### src/rtl/mem_access_ctrl_pkg.sv
// Shared widths and FSM encoding for the MEM-stage data-cache access controller.
package mem_access_ctrl_pkg;
  localparam int unsigned DATA_W = 16;
  localparam int unsigned ADDR_W = 16;

  typedef enum logic [0:0] {
    IDLE = 1'b0,
    WAIT = 1'b1
  } state_t;
endpackage

### src/rtl/mem_access_ctrl_sat_counter16.sv
// 16-bit saturating event counter, cleared asynchronously by an active-high reset.
module sat_counter16 (
  input  logic        i_clk,
  input  logic        i_rst,
  input  logic        i_inc,
  output logic [15:0] o_count
);
  always_ff @(posedge i_clk or posedge i_rst) begin
    if (i_rst) begin
      o_count <= '0;
    end else if (i_inc && (o_count != '1)) begin
      o_count <= o_count + 16'd1;
    end
  end
endmodule

### src/rtl/mem_access_ctrl.sv
// MEM-stage data-cache access controller: issues loads/stores, stalls the pipeline on misses.
module mem_access_ctrl
  import mem_access_ctrl_pkg::*;
(
  input  logic              clk,
  input  logic              rst_n,
  input  logic              valid_in,
  input  logic              mem_read_in,
  input  logic              mem_write_in,
  input  logic [ADDR_W-1:0] addr_in,
  input  logic [DATA_W-1:0] wdata_in,
  output logic              dc_req,
  output logic              dc_we,
  output logic [ADDR_W-1:0] dc_addr,
  output logic [DATA_W-1:0] dc_wdata,
  input  logic              dc_ready,
  input  logic [DATA_W-1:0] dc_rdata,
  output logic              stall_out,
  output logic [DATA_W-1:0] rdata_out,
  output logic              rdata_valid,
  output logic [15:0]       miss_cnt,
  output logic              err
);
  state_t            r_state;
  state_t            w_next;
  logic [ADDR_W-1:0] r_addr;
  logic [DATA_W-1:0] r_wdata;
  logic              r_we;
  logic              w_access;
  logic              w_illegal;
  logic              w_miss;
  logic              w_rd_done;

  assign w_access  = valid_in & (mem_read_in ^ mem_write_in);
  assign w_illegal = valid_in & mem_read_in & mem_write_in;

  // rst_n is active-high; the combinational cache-side outputs are forced quiet while it is held.
  always_comb begin
    w_next    = r_state;
    dc_req    = '0;
    dc_we     = '0;
    dc_addr   = r_addr;
    dc_wdata  = r_wdata;
    stall_out = '0;
    w_miss    = '0;
    w_rd_done = '0;
    if (!rst_n) begin
      case (r_state)
        IDLE: begin
          if (w_access) begin
            dc_req    = '1;
            dc_we     = mem_write_in;
            dc_addr   = addr_in;
            dc_wdata  = wdata_in;
            stall_out = ~dc_ready;
            w_miss    = ~dc_ready;
            w_rd_done = dc_ready & mem_read_in;
            if (!dc_ready) w_next = WAIT;
          end
        end
        WAIT: begin
          dc_req    = '1;
          dc_we     = r_we;
          stall_out = ~dc_ready;
          w_rd_done = dc_ready & ~r_we;
          if (dc_ready) w_next = IDLE;
        end
        default: w_next = IDLE;
      endcase
    end
  end

  always_ff @(posedge clk or posedge rst_n) begin
    if (rst_n) begin
      r_state     <= IDLE;
      r_addr      <= '0;
      r_wdata     <= '0;
      r_we        <= '0;
      rdata_out   <= '0;
      rdata_valid <= '0;
      err         <= '0;
    end else begin
      r_state     <= w_next;
      rdata_valid <= w_rd_done;
      if (w_miss) begin
        r_addr  <= addr_in;
        r_wdata <= wdata_in;
        r_we    <= mem_write_in;
      end
      if (w_rd_done) rdata_out <= dc_rdata;
      if ((r_state == IDLE) && w_illegal) err <= '1;
    end
  end

  sat_counter16 u_miss_cnt (
    .i_clk   (clk),
    .i_rst   (rst_n),
    .i_inc   (w_miss),
    .o_count (miss_cnt)
  );
endmodule

### config.mk
export PLATFORM = sky130hd
export DESIGN_NAME = mem_access_ctrl
export DESIGN_NICKNAME = d
export VERILOG_FILES = /design/src/rtl/mem_access_ctrl_pkg.sv /design/src/rtl/mem_access_ctrl_sat_counter16.sv /design/src/rtl/mem_access_ctrl.sv
export SDC_FILE = /design/constraint.sdc
export NUM_CORES = 1
export LEC_CHECK = 0
export ABC_CLOCK_PERIOD_IN_PS = 5000
export BUFFER_PORTS_ARGS = -buffer_cell sky130_fd_sc_hd__clkbuf_2
export CAP_MARGIN = 15
export CORE_MARGIN = 3
export CORE_UTILIZATION = 53
export CTS_CLUSTER_SIZE = 20
export DETAILED_ROUTE_END_ITERATION = 6
export PLACE_DENSITY = 0.85
export SETUP_SLACK_MARGIN = 0.5
export SYNTH_ARGS = -nofsm -noshare
export SYNTH_HDL_FRONTEND = slang
export SYNTH_SLANG_ARGS = --single-unit
export TNS_END_PERCENT = 1
### constraint.sdc
create_clock -name clk -period 5 [get_ports clk]
set_input_delay 0 -clock clk [delete_from_list [all_inputs] [get_ports clk]]
set_output_delay 0 -clock clk [all_outputs]
set_load 0.03 [all_outputs]
# ---- Yosys cells after proc, flatten, opt, wreduce, memory -nomap -nowiden
# Cells that the tools add are included.
dict set report classes {
  add_sub_neg 1
  n_reduce_logical 2
  eq_ne 1
  n_mux 23
  bitwise_logic 9
}
# operator n
set op_table {}
lappend op_table {{16-bit two-way mux} 6}
lappend op_table {{16-bit by 1-bit adder with 16-bit output (second input constant)} 1}
lappend op_table {{16-bit != test (second input constant)} 1}
lappend op_table {{1-bit two-way mux} 12}
lappend op_table {{1-bit case mux with 2 select lines} 5}
lappend op_table {{1-bit AND} 5}
lappend op_table {{1-bit NOT} 3}
lappend op_table {{1-bit logical AND} 2}
lappend op_table {{1-bit bitwise XOR} 1}
dict set report word_totals {
  regBits 68
  elab_cells 44
  output_inout_bits 69
}

# ---- Longest topological paths before layout
# Gate-level depths: netlist of the first run.
dict set report depth {
  depth_word 6
  depth_mapped 5
}

# ---- By module
# From an unflattened synthesis of the first run, not the netlist that was laid out.
dict set report hier_totals {
  cells_unflattened 231
  hier_area_um2 3249.4
}
# module cells_each n_inst area_each_um2
set by_module_without_submodules {}
lappend by_module_without_submodules {mem_access_ctrl 160 1 2443.6}
lappend by_module_without_submodules {sat_counter16 71 1 805.8}

# ---- Worst setup path before layout of the first run
# OpenSTA, ideal clock, no wires.
dict set report synth_path {
  path_type {input port to output port}
  start {in rst_n}
  end {out dc_addr[3]}
  cell_stages 4
  path_slack_ns 2.388
  t_arrival_ns 2.612
  path_cell_list {inv_1 -> nand3_1 -> buf_2 -> mux2_1}
}
dict set report synth_via {
  elab_chain_len 1
}
# element line_no
set synth_lines {}
lappend synth_lines {{start, declared} mem_access_ctrl.sv:6} ;# input logic rst_n,
lappend synth_lines {{16-bit two-way mux} mem_access_ctrl.sv:47} ;# if (!rst_n) begin
lappend synth_lines {{end, declared} mem_access_ctrl.sv:14} ;# output logic [ADDR_W-1:0] dc_addr,
# Every way passes these cells.

# ---- Worst setup path after layout of the first run
dict set report layout_path {
  start {reg r_state}
  end {out dc_addr[3]}
}
dict set report layout_via {
  elab_chain_len 2
}
# element line_no
set layout_lines {}
lappend layout_lines {{start, declared} mem_access_ctrl.sv:24} ;# state_t r_state;
lappend layout_lines {{start signal, assigned} mem_access_ctrl.sv:83} ;# r_state <= w_next;
lappend layout_lines {{16-bit two-way mux} mem_access_ctrl.sv:48} ;# case (r_state)
lappend layout_lines {{16-bit two-way mux} mem_access_ctrl.sv:47}
# Every way passes these cells.

==> summary.txt, run 1 <==
Run status
  • Run status: finished clean

Drt
  • Total Wirelength: 8160 um
  • Detail Route Antenna Nets: 0
  • DRT Pass-1 Iters: 6
  • Wire length per cell: 16.7 um
  • Residual DRC count: 0
  • DR vias/cell: 5.20
  • Vias: 2541
  • DRT iter0 DRCs: just over 60

Timing
  • Post-route minimum period: about 2500 ps
  • Final Max Slew Viols: 0
  • Fmax: 401 MHz
  • RSZ-0062 raised after global routing: no
  • Least-Margin Pin Slew: between 1000 and 1500 ps
  • Slew HR: 32.4%
  • Final setup vio count: 0
  • Fin. Hold Viols: 0
  • Crit share post-route: 49.9%
  • Setup_tns: 0 ps
  • Clock skew: 6.07 ps

Yosys
  • Cell variety after synth: 36
  • Seq cells post-synth: 68
  • Post-synth EDFFs: 0
  • Synthesized area: 3260 um^2
  • Main synth FF type: dfrtp_1
  • Syn avg cell area: between 10 and 15 um^2
  • Asr flop ratio synth: 100%
  • Share of the yosys chip area belonging to registers: 52.2%
  • Cell count after synthesis: around 240
  • Syn_nets: 290
  • Ys Warns: 0

Floorplan
  • DIE HEIGHT: around 84 um
  • I/O Pins: 123
  • Initial Utilization: 56.8%
  • Die W: 84.4 um
  • Area of the die: 7130 um^2
  • Floorplan core area: 5740 um^2
  • # rows: 27

Clock network
  • CTS Buffer Depth: 2
  • Cts hold-fix bufs: 51
  • # Post-CTS Setup Buffers: 0
  • Clock slew seen by the registers of the worst setup and hold paths: roughly 70 ps
  • Clock buffer count from CTS: 9
  • CTS tree: yes
  • Htree depth: 3
  • Post-CTS sizing: 0
  • Root buf cell: clkbuf_8
  • Worst skew pair latency: between 300 and 400 ps
  • Clk sink count: 68

Cells and area
  • Synth-to-Final Area Change: 43.0%
  • Total Nets Final: about 470
  • Register Area: 1700 um^2
  • Commonest non-fill, non-tap cells in the layout: clkbuf_2, mux2_2, dfrtp_1, dlygate4sd3_1, clkbuf_8
  • Layout cells sized above 1: 57.1%
  • Fillers: 352
  • Commonest non-fill, non-tap cell in the layout: clkbuf_2
  • Post-route cell area: 4660 um^2
  • Antenna Diode Count: 0
  • Multi-input logic area: 1490 um^2
  • Final Core Density: 81.2%

Worst setup path
  • Register-to-Register Setup Slack: 2670 ps
  • Worst Path Buf+Inv: 1
  • Startpoint types: register
  • CP Max Fanout: 32
  • FF-to-FF path depth: 4
  • CP max stage cell: nand3_2
  • Top cell family by delay on the critical path: simple AND/OR/NAND/NOR gates
  • Crit path from: r_state
  • CP Class: reg2out
  • Endpoint class of the critical path: output pin
  • Req. time, crit path: 5000 ps
  • Reg2Reg Launch Point: r_state
  • CP peak stage delay: 650 ps
  • WP data arrival: 2500 ps
  • Reg-to-Reg End: u_miss_cnt.o_count[12]
  • Crit-path cells: nor2b_2 > nand3_2 > mux2_1 > clkbuf_2

GRT
  • Largest net degree at the start of global routing: 70
  • Initial antenna violation count: 0
  • Met1 GRT Util: 26.9%
  • Grt ovf: 0
  • Vias in the first global route: 2776
  • First-pass GRT wire length: 13500 um
  • All-layer global routing usage: 24.3%
  • Global routing usage on met3: a little under a tenth
  • Met2 GRT Util: 42.9%
  • GR peak layer: met2

Place
  • RD Place Congestion: 0.767
  • IO buf count: 122
  • Placement Cell Area: 3930 um^2
  • Hpwl dp: 4800 um

Worst hold path
  • Min-delay src: dc_ready
  • Endpoint, Worst Hold: r_state
  • WHS Path Cells: 3
  • Hold/Removal Path Class: in2reg

Power and ir drop
  • Flop pwr share: 38.5%
  • Switching Fraction: a little under two fifths
  • VDD IR max: between 300 and 400 uV
  • Power Internal: 1.27 mW
  • P per Cell Area: 434 nW/um^2
  • Combinational share of power: 37.4%
  • Pleak: 2.31 nW
  • Net Sw Power: ~0.76 mW
  • Clock share of power: 24.2%

Job
  • Max-cap violations: 0
[power by group through the flow]
| stage | sequential, mW | clock (mW) | combinational [mW] |
|---|---|---|---|
| after global routing | 0.795 | 0.532 | 0.805 |
| after global placement | 0.772 | 0 | 0.702 |
| after detailed placement | 0.782 | 0 | 0.719 |
| final | 0.779 | 0.489 | 0.757 |
| after CTS | 0.773 | 0.500 | 0.753 |
| after floorplan | 0.897 | 0 | 0.388 |
[registers in the layout (all words and copies together) (netlist names)]
| signal | cells |
|---|---|
| err | 1 |
| u_miss_cnt.o_count | 16 |
| r_addr | 16 |
| r_we | 1 |
| rdata_out | 16 |
| rdata_valid | 1 |
| r_state | 1 |
| r_wdata | 16 |
[worst max-delay path by stage]
stage / end / slack [ps] / cells past startpoint
2_1_floorplan: dc_addr[3] / 2390 / 4
3_3_place_gp: u_miss_cnt.o_count[12] / 2750 / 4
3_5_place_dp: u_miss_cnt.o_count[1] / 2700 / 4
4_1_cts: dc_addr[3] / 2490 / 4
5_1_grt: dc_addr[3] / 2350 / 4
6_report: dc_addr[3] / 2500 / 4
[metrics by stage]
step / total power [mW] / worst slack, ps / std cells / hold slack (ps)
CTS: 2.03 / 2490 / 489 / 65.5
global placement: 1.47 / 2750 / 422 / 231
finish: 2.03 / 2500 / 489 / 87.8
floorplan: 1.29 / 2390 / 235 / 112
global route: 2.13 / 2350 / 489 / 93.6
detailed placement: 1.50 / 2700 / 422 / 238
[cells in the mapped netlist (2+ instances only)]
cell	count	area, um^2
mux2_2	79	890
dfrtp_1	68	1700
xor2_1	11	96.3
nor2_1	9	33.8
inv_1	8	30.0
buf_2	7	35.0
nand2_1	6	22.5
nor3_1	6	30.0
nand3_1	5	25.0
mux2_1	3	33.8
nor4b_2	3	45.0
a2111oi_2	2	30.0
nand3_2	2	20.0
nand4_1	2	12.5
or2_2	2	12.5
xnor2_1	2	17.5
[per-layer routing]
metal  wire length, um  part of all wire [%]
met1              3070                    38
met2              4350                    53
met3               597                   7.3
met4               138                   1.7
met5                 0                     0
[layout make-up]
cell class,instances,area share [%]
well taps,72,1.93
multi-input cells,151,32.0
repair buffers,174,24.2
flip-flops and latches,68,36.5
inverters,8,0.644
clock buffers,13,3.84
clock inverters,3,0.913
[kinds of logic after synthesis]
| kind of cell | after synthesis | share of synthesized area [%] |
|---|---|---|
| compound gates | 9 | 3.15 |
| buf+inv | 16 | 2.23 |
| xor+xnor | 14 | 3.99 |
| simple gates | 44 | 9.40 |
| fa+ha+maj | 1 | 0.384 |
| mux | 83 | 28.6 |
| flops | 68 | 52.2 |
[tightest hold or removal path, stage by stage]
cell and delay, ps:
clkbuf_2 140, nor3_1 90, a21o_1 160
Note: power is estimated with default switching activity, not from simulation.
==> inputs of run 2 (changes only) <==
--- a/config.mk
+++ b/config.mk
@@ -5,14 +5,15 @@
 export SDC_FILE = /design/constraint.sdc
 export NUM_CORES = 1
 export LEC_CHECK = 0
-export ABC_CLOCK_PERIOD_IN_PS = 5000
+export ABC_AREA = 1
+export ABC_CLOCK_PERIOD_IN_PS = 2600
 export BUFFER_PORTS_ARGS = -buffer_cell sky130_fd_sc_hd__clkbuf_2
 export CAP_MARGIN = 15
 export CORE_MARGIN = 3
-export CORE_UTILIZATION = 53
+export CORE_UTILIZATION = 50
 export CTS_CLUSTER_SIZE = 20
 export DETAILED_ROUTE_END_ITERATION = 6
-export PLACE_DENSITY = 0.85
+export PLACE_DENSITY = 0.8
 export SETUP_SLACK_MARGIN = 0.5
 export SYNTH_ARGS = -nofsm -noshare
 export SYNTH_HDL_FRONTEND = slang
==> constraint.sdc (replaced) <==
create_clock -name clk -period 2.6 [get_ports clk]
set_input_delay 0 -clock clk [delete_from_list [all_inputs] [get_ports clk]]
set_output_delay 0 -clock clk [all_outputs]
set_load 0.03 [all_outputs]
==> run 2 against run 1 <==
Design area is 3.5% higher. Critical path type is now in2out. Sequential power is 81% higher. Count of clock-buffer cells in the layout did not move. Synthesized area rose by 7.3%. Largest power group unchanged.
==> summary.txt, run 2 <==
Run status
  • Run status: finished clean

Yosys
  • Largest area contributor in the netlist: dfrtp_1
  • Ys Warns: 0
  • Share of the yosys chip area belonging to registers: 48.7%
  • Cell count after synthesis: 474
  • Count leader, synth: nand2_1
  • Seq cells post-synth: 68
  • Post-synth EDFFs: 0
  • Main synth FF type: dfrtp_1
  • Synth area leaders: dfrtp_1, nand2_1, o21ai_0, inv_1, nor2_1
  • Asr flop ratio synth: 100%
  • Syn_nets: 529
  • Cell variety after synth: 26
  • Synth top cells by count: nand2_1, inv_1, dfrtp_1, o21ai_0, nor2_1
  • Syn avg cell area: ~7.4 um^2
  • Synth top area share: roughly half
  • Synthesized area: 3500 um^2

Drt
  • Wire length per cell: 12.2 um
  • Detail Route Antenna Nets: 0
  • DRT iter0 DRCs: 167
  • DRT Pass-1 Iters: 4
  • Vias: 3603
  • Residual DRC count: 0
  • DR vias/cell: around 4.8
  • Total Wirelength: 9090 um

Floorplan
  • Area of the die: between 8000 and 9000 um^2
  • Die W: roughly 90 um
  • DIE HEIGHT: 89.6 um
  • # rows: 29
  • Initial Utilization: between 50% and 60%
  • I/O Pins: 123
  • Floorplan core area: 6570 um^2

Place
  • IO buf count: around 120
  • Hpwl dp: between 5000 and 6000 um
  • DP Cell Count: approximately 680
  • RD Place Congestion: just over 0.8

Worst setup path
  • CP Class: in2out
  • Endpoint class of the critical path: output pin
  • Startpoint types: primary input
  • Req. time, crit path: 2600 ps
  • WP data arrival: 1960 ps
  • CP Max Fanout: 45

Cells and area
  • Layout cells sized above 1: 23.3%
  • Multi-input logic area: approximately 1400 um^2
  • Commonest non-fill, non-tap cell in the layout: nand2_1
  • Total Nets Final: 700
  • Fillers: 514
  • Register Area: 1700 um^2
  • Post-route insts no fill: 743
  • Synth-to-Final Area Change: 38.0%
  • Commonest non-fill, non-tap cells in the layout: nand2_1, clkbuf_2, inv_1, dfrtp_1, o21ai_0

Power and ir drop
  • P per Cell Area: 698 nW/um^2
  • VDD IR max: about 550 uV
  • Switching Fraction: 39.2%
  • Net Sw Power: 1.32 mW
  • Clock share of power: 22.6%
  • Power Internal: ~2.0 mW
  • Flop pwr share: between 40% and 50%
  • Pleak: 2.70 nW
  • Combinational share of power: 35.5%

GRT
  • Grt ovf: 0
  • Largest net degree at the start of global routing: approximately 70
  • Vias in the first global route: 3419
  • First-pass GRT wire length: about 15000 um
  • Initial antenna violation count: 0
  • All-layer global routing usage: 24.2%

Timing
  • Clock skew: roughly 11 ps
  • Fin. Hold Viols: 0
  • Setup_tns: 0 ps
  • Post-route minimum period: between 1500 and 2000 ps
  • Final setup vio count: 0
  • RSZ-0062 raised after global routing: yes
  • Fmax: 511 MHz
  • Slew HR: 42.6%
  • Hold_ws: 21.0 ps
  • Final Max Slew Viols: 0
  • Least-Margin Pin Slew: 861 ps
  • Crit share post-route: around 75%

Clock network
  • Clk sink count: 68
  • CTS tree: yes
  • Clock slew seen by the registers of the worst setup and hold paths: 70 ps
  • Root buf cell: clkbuf_8
  • Worst skew pair latency: 330 ps
  • Clock buffer count from CTS: 9
  • CTS Buffer Depth: 2
  • Htree depth: 3

Worst hold path
  • Hold/Removal Path Class: in2reg

Job
  • Max-cap violations: 0
[run 2: changes by cell type after synthesis, moves of 4 or more]
cell     before  now
xor2_1       11    0
mux2_2       79    0
o21ai_1       0   16
nand4_1       2    6
nor2_1        9   22
buf_6         0    6
xnor2_1       2    6
nor3_1        6    0
nand2_1       6  188
nand3_1       5    9
buf_2         7    3
inv_1         8   71
o21ai_0       1   54
[run 2: what timing repair did]
| action | in CTS | in global routing |
|---|---|---|
| hold buffers | 51 | 0 |
| endpoints found under the setup margin | 0 | 20 |
| buffers inserted | 0 | 0 |
| endpoints found under the hold margin | 50 | 0 |
| gates resized for setup | 0 | 3 |
[run 2: layout make-up]
class,instances,share of cell area [%]
diodes,1,0.0519
clock buffers,13,3.29
clock inverters,2,0.207
inverters,74,5.84
multi-input cells,316,29.1
flip-flops and latches,68,35.3
well taps,93,2.41
repair buffers,176,23.9
[run 2: power groups by stage]
| stage | logic [mW] | clock network [mW] | registers (mW) |
|---|---|---|---|
| 6_report | 1.20 | 0.761 | 1.41 |
| 5_1_grt | 1.31 | 0.833 | 1.44 |
| 4_1_cts | 1.19 | 0.783 | 1.41 |
| 3_5_place_dp | 1.13 | 0 | 1.42 |
| 3_3_place_gp | 1.10 | 0 | 1.41 |
| 2_1_floorplan | 0.649 | 0 | 1.56 |
[run 2: cells by family after synthesis]
logic type	Yosys count	share of synthesized area (%)
AND/OR/NAND/NOR	236	27.6
buffers and inverters	90	11.3
AO/OA/AOI/OAI	73	10.6
flip-flops	68	48.7
XOR/XNOR	6	1.50
adder cells (fa/ha/maj)	1	0.358
[run 2: metal layers]
metal / share of wire, % / GRT usage [%] / vias up / routed length (um)
met5: 0 / 0 / - / 0
met2: 51 / 41.1 / 129 / 4680
met3: 5.4 / 4.56 / 23 / 493
li1: - / - / 1788 / -
met4: 2.5 / 11.8 / 0 / 231
met1: 41 / 29.6 / 1663 / 3690
[run 2: path summary, 6_finish.rpt]
check	start	endpoint	slack, ps	cells past startpoint
max	mem_write_in	dc_wdata[15]	640	9
min	dc_ready	r_state	20	4
max reg2reg	u_miss_cnt.o_count[0]	u_miss_cnt.o_count[0]	830	8
min reg2reg	rdata_out[14]	rdata_out[14]	480	2
max in group asynchronous	rst_n	r_wdata[0]	1980	3
min in group asynchronous	rst_n	u_miss_cnt.o_count[8]	60	3
[run 2: critical path: stages]
cell,delay [ps]
dlygate4sd3_1,540
clkbuf_2,130
nand2_1,120
nand3_2,130
nor3_4,150
buf_8,250
inv_2,190
o21ai_1,190
clkbuf_2,230
[run 2: metrics by stage]
step                      util (%)  cell area, um^2  total power, mW  setup slack, ps
final                         73.5             4820             3.37              642
after global routing          73.4             4820             3.58              477
after CTS                     73.2             4810             3.38              519
after detailed placement      62.9             4130             2.55              785
after global placement        62.9             4130             2.51              856
after floorplan                  -             3500             2.21              579
==> inputs of run 3 (changes only) <==
--- a/config.mk
+++ b/config.mk
@@ -5,12 +5,12 @@
 export SDC_FILE = /design/constraint.sdc
 export NUM_CORES = 1
 export LEC_CHECK = 0
-export ABC_AREA = 1
-export ABC_CLOCK_PERIOD_IN_PS = 2600
+export ABC_AREA = 0
+export ABC_CLOCK_PERIOD_IN_PS = 2000
 export BUFFER_PORTS_ARGS = -buffer_cell sky130_fd_sc_hd__clkbuf_2
 export CAP_MARGIN = 15
 export CORE_MARGIN = 3
-export CORE_UTILIZATION = 50
+export CORE_UTILIZATION = 49
 export CTS_CLUSTER_SIZE = 20
 export DETAILED_ROUTE_END_ITERATION = 6
 export PLACE_DENSITY = 0.8
==> constraint.sdc (replaced) <==
create_clock -name clk -period 2 [get_ports clk]
set_input_delay 0 -clock clk [delete_from_list [all_inputs] [get_ports clk]]
set_output_delay 0 -clock clk [all_outputs]
set_load 0.03 [all_outputs]
==> run 3 against run 2 <==
Power increased by 48%. Sequential power increased by 37%. Critical path type is now reg2out. Sequential cell count unchanged. Worst setup slack got worse by 350 ps. Core utilization increased by 1.4 points.
==> summary.txt, run 3 (synthesized netlist as in run 1, its figures left out) <==
Timing
  • Fmax: 585 MHz
  • Fin. Hold Viols: 0
  • Final setup vio count: 0
  • Slew HR: 43.9%
  • Post-route minimum period: ~1700 ps
  • Setup_tns: 0 ps
  • RSZ-0062 raised after global routing: yes
  • Least-Margin Pin Slew: 841 ps
  • Crit share post-route: 85.5%
  • Final Max Slew Viols: 0
  • Clock skew: 8.42 ps

Clock network
  • Worst skew pair latency: 340 ps
  • Clock buffer count from CTS: 9
  • Clock slew seen by the registers of the worst setup and hold paths: ~70 ps
  • Clk sink count: 68
  • Htree depth: 3
  • CTS tree: yes
  • Root buf cell: clkbuf_8
  • CTS Buffer Depth: 2

Worst setup path
  • Crit path from: r_state
  • CP max stage cell: dfrtp_2
  • CP peak stage delay: around 450 ps
  • Endpoint class of the critical path: output pin
  • CP Max Fanout: 16
  • Crit-path cells: nor2b_4 > nand3_4 > buf_16 > mux2_2 > clkbuf_4
  • WP data arrival: 1710 ps
  • Reg2Reg Launch Point: u_miss_cnt.o_count[0]
  • Startpoint types: register
  • CP Class: reg2out
  • Req. time, crit path: roughly 2000 ps

Cells and area
  • Antenna Diode Count: 0
  • Commonest non-fill, non-tap cell in the layout: clkbuf_2
  • Layout cells sized above 1: 58.9%
  • Total Nets Final: 473
  • Post-route insts no fill: 500
  • Synth-to-Final Area Change: 46.8%
  • Fillers: 434
  • Final Core Density: between 70 and 80%
  • Post-route cell area: 4780 um^2
  • Commonest non-fill, non-tap cells in the layout: clkbuf_2, mux2_2, dfrtp_1, dlygate4sd3_1, xor2_1

Floorplan
  • DIE HEIGHT: about 88 um
  • Die W: 87.6 um
  • I/O Pins: 123
  • Floorplan core area: 6390 um^2
  • # rows: 29
  • Area of the die: about 7700 um^2
  • Initial Utilization: between 50% and 60%

Drt
  • Detail Route Antenna Nets: 0
  • DRT iter0 DRCs: 55
  • DR vias/cell: 5.04
  • DRT Pass-1 Iters: 3
  • Residual DRC count: 0
  • Vias: 2521
  • Wire length per cell: roughly 16 um
  • Total Wirelength: 7800 um

Power and ir drop
  • P per Cell Area: 1040 nW/um^2
  • VDD IR max: 716 uV
  • Pleak: ~2.3 nW
  • Total power: 4.98 mW

GRT
  • Grt ovf: 0
  • Largest net degree at the start of global routing: 69
  • All-layer global routing usage: 21.5%
  • Vias in the first global route: about 2700
  • Initial antenna violation count: 0
  • First-pass GRT wire length: about 13000 um

Worst hold path
  • Min-delay src: mem_read_in
  • Hold/Removal Path Class: in2reg

Run status
  • Run status: finished clean

Place
  • IO buf count: 122
  • Hpwl dp: a little under 5000 um
  • DP Cell Count: 431
  • Placement Cell Area: 3980 um^2
  • RD Place Congestion: between 0.7 and 0.8

Job
  • Max-cap violations: 0
run 3: cell types whose count changed in the layout (fill, tap and decap cells not counted), sizes merged, moves of 7 or more:
| cell | before | now |
|---|---|---|
| o21ai | 70 | 1 |
| buf | 3 | 10 |
| nor2 | 24 | 9 |
| inv | 73 | 7 |
| xor2 | 0 | 12 |
| mux2 | 0 | 82 |
| nand2 | 192 | 7 |
run 3: area by class of cell:
type | instances | area [um^2] | share of cell area (%)
Timing Repair Buffer | 180 | 1220 | 25.6
Clock inverter | 4 | 48.8 | 1.02
Sequential cell | 68 | 1700 | 35.6
Multi-Input combinational cell | 151 | 1530 | 32.0
Clock buffer | 12 | 145 | 3.03
Tap cell | 77 | 96.3 | 2.01
Inverter | 8 | 33.8 | 0.706
run 3: power by group:
group          switching [mW]  internal (mW)
logic                    1.15          0.786
clock network           0.500          0.609
registers               0.212           1.72
total                    1.87           3.12
run 3: final timing paths:
path | endpoint | slack (ps) | depth (start not counted)
min in group asynchronous | u_miss_cnt.o_count[0] | 110 | 3
max in group asynchronous | u_miss_cnt.o_count[4] | 1280 | 3
worst min register to register | err | 490 | 1
worst max register to register | u_miss_cnt.o_count[12] | 320 | 5
worst max-delay path | dc_addr[14] | 290 | 5
worst min-delay path | err | 10 | 2
run 3: layer usage:
metal  up-vias  GRT usage [%]  wire, um
li1       1208              -         -
met1      1226           23.6      2850
met2        73           39.3      4340
met3        14           4.99       418
met4         0           9.76       183
met5         -              0         0
run 3: worst max-delay path, delay by kind of cell (launching register included):
family	cells	cell delay, ps
buffers and inverters	2	370
flip-flops	1	450
multiplexers	1	280
AND/OR/NAND/NOR	2	270
run 3: repair_timing:
action / 4_1_cts / 5_1_grt
gates resized for setup: 18 / 4
gates cloned: 1 / 0
endpoints found under the hold margin: 50 / 0
setup buffers: 2 / 1
hold buffers: 49 / 0
setup endpoints to repair: 97 / 99
run 3: stage by stage:
step           hold slack [ps]  setup WS, ps
2_1_floorplan              112          18.4
3_3_place_gp               232           295
3_5_place_dp               236           248
4_1_cts                  -6.73           267
5_1_grt                   2.89           203
6_report                  13.1           291
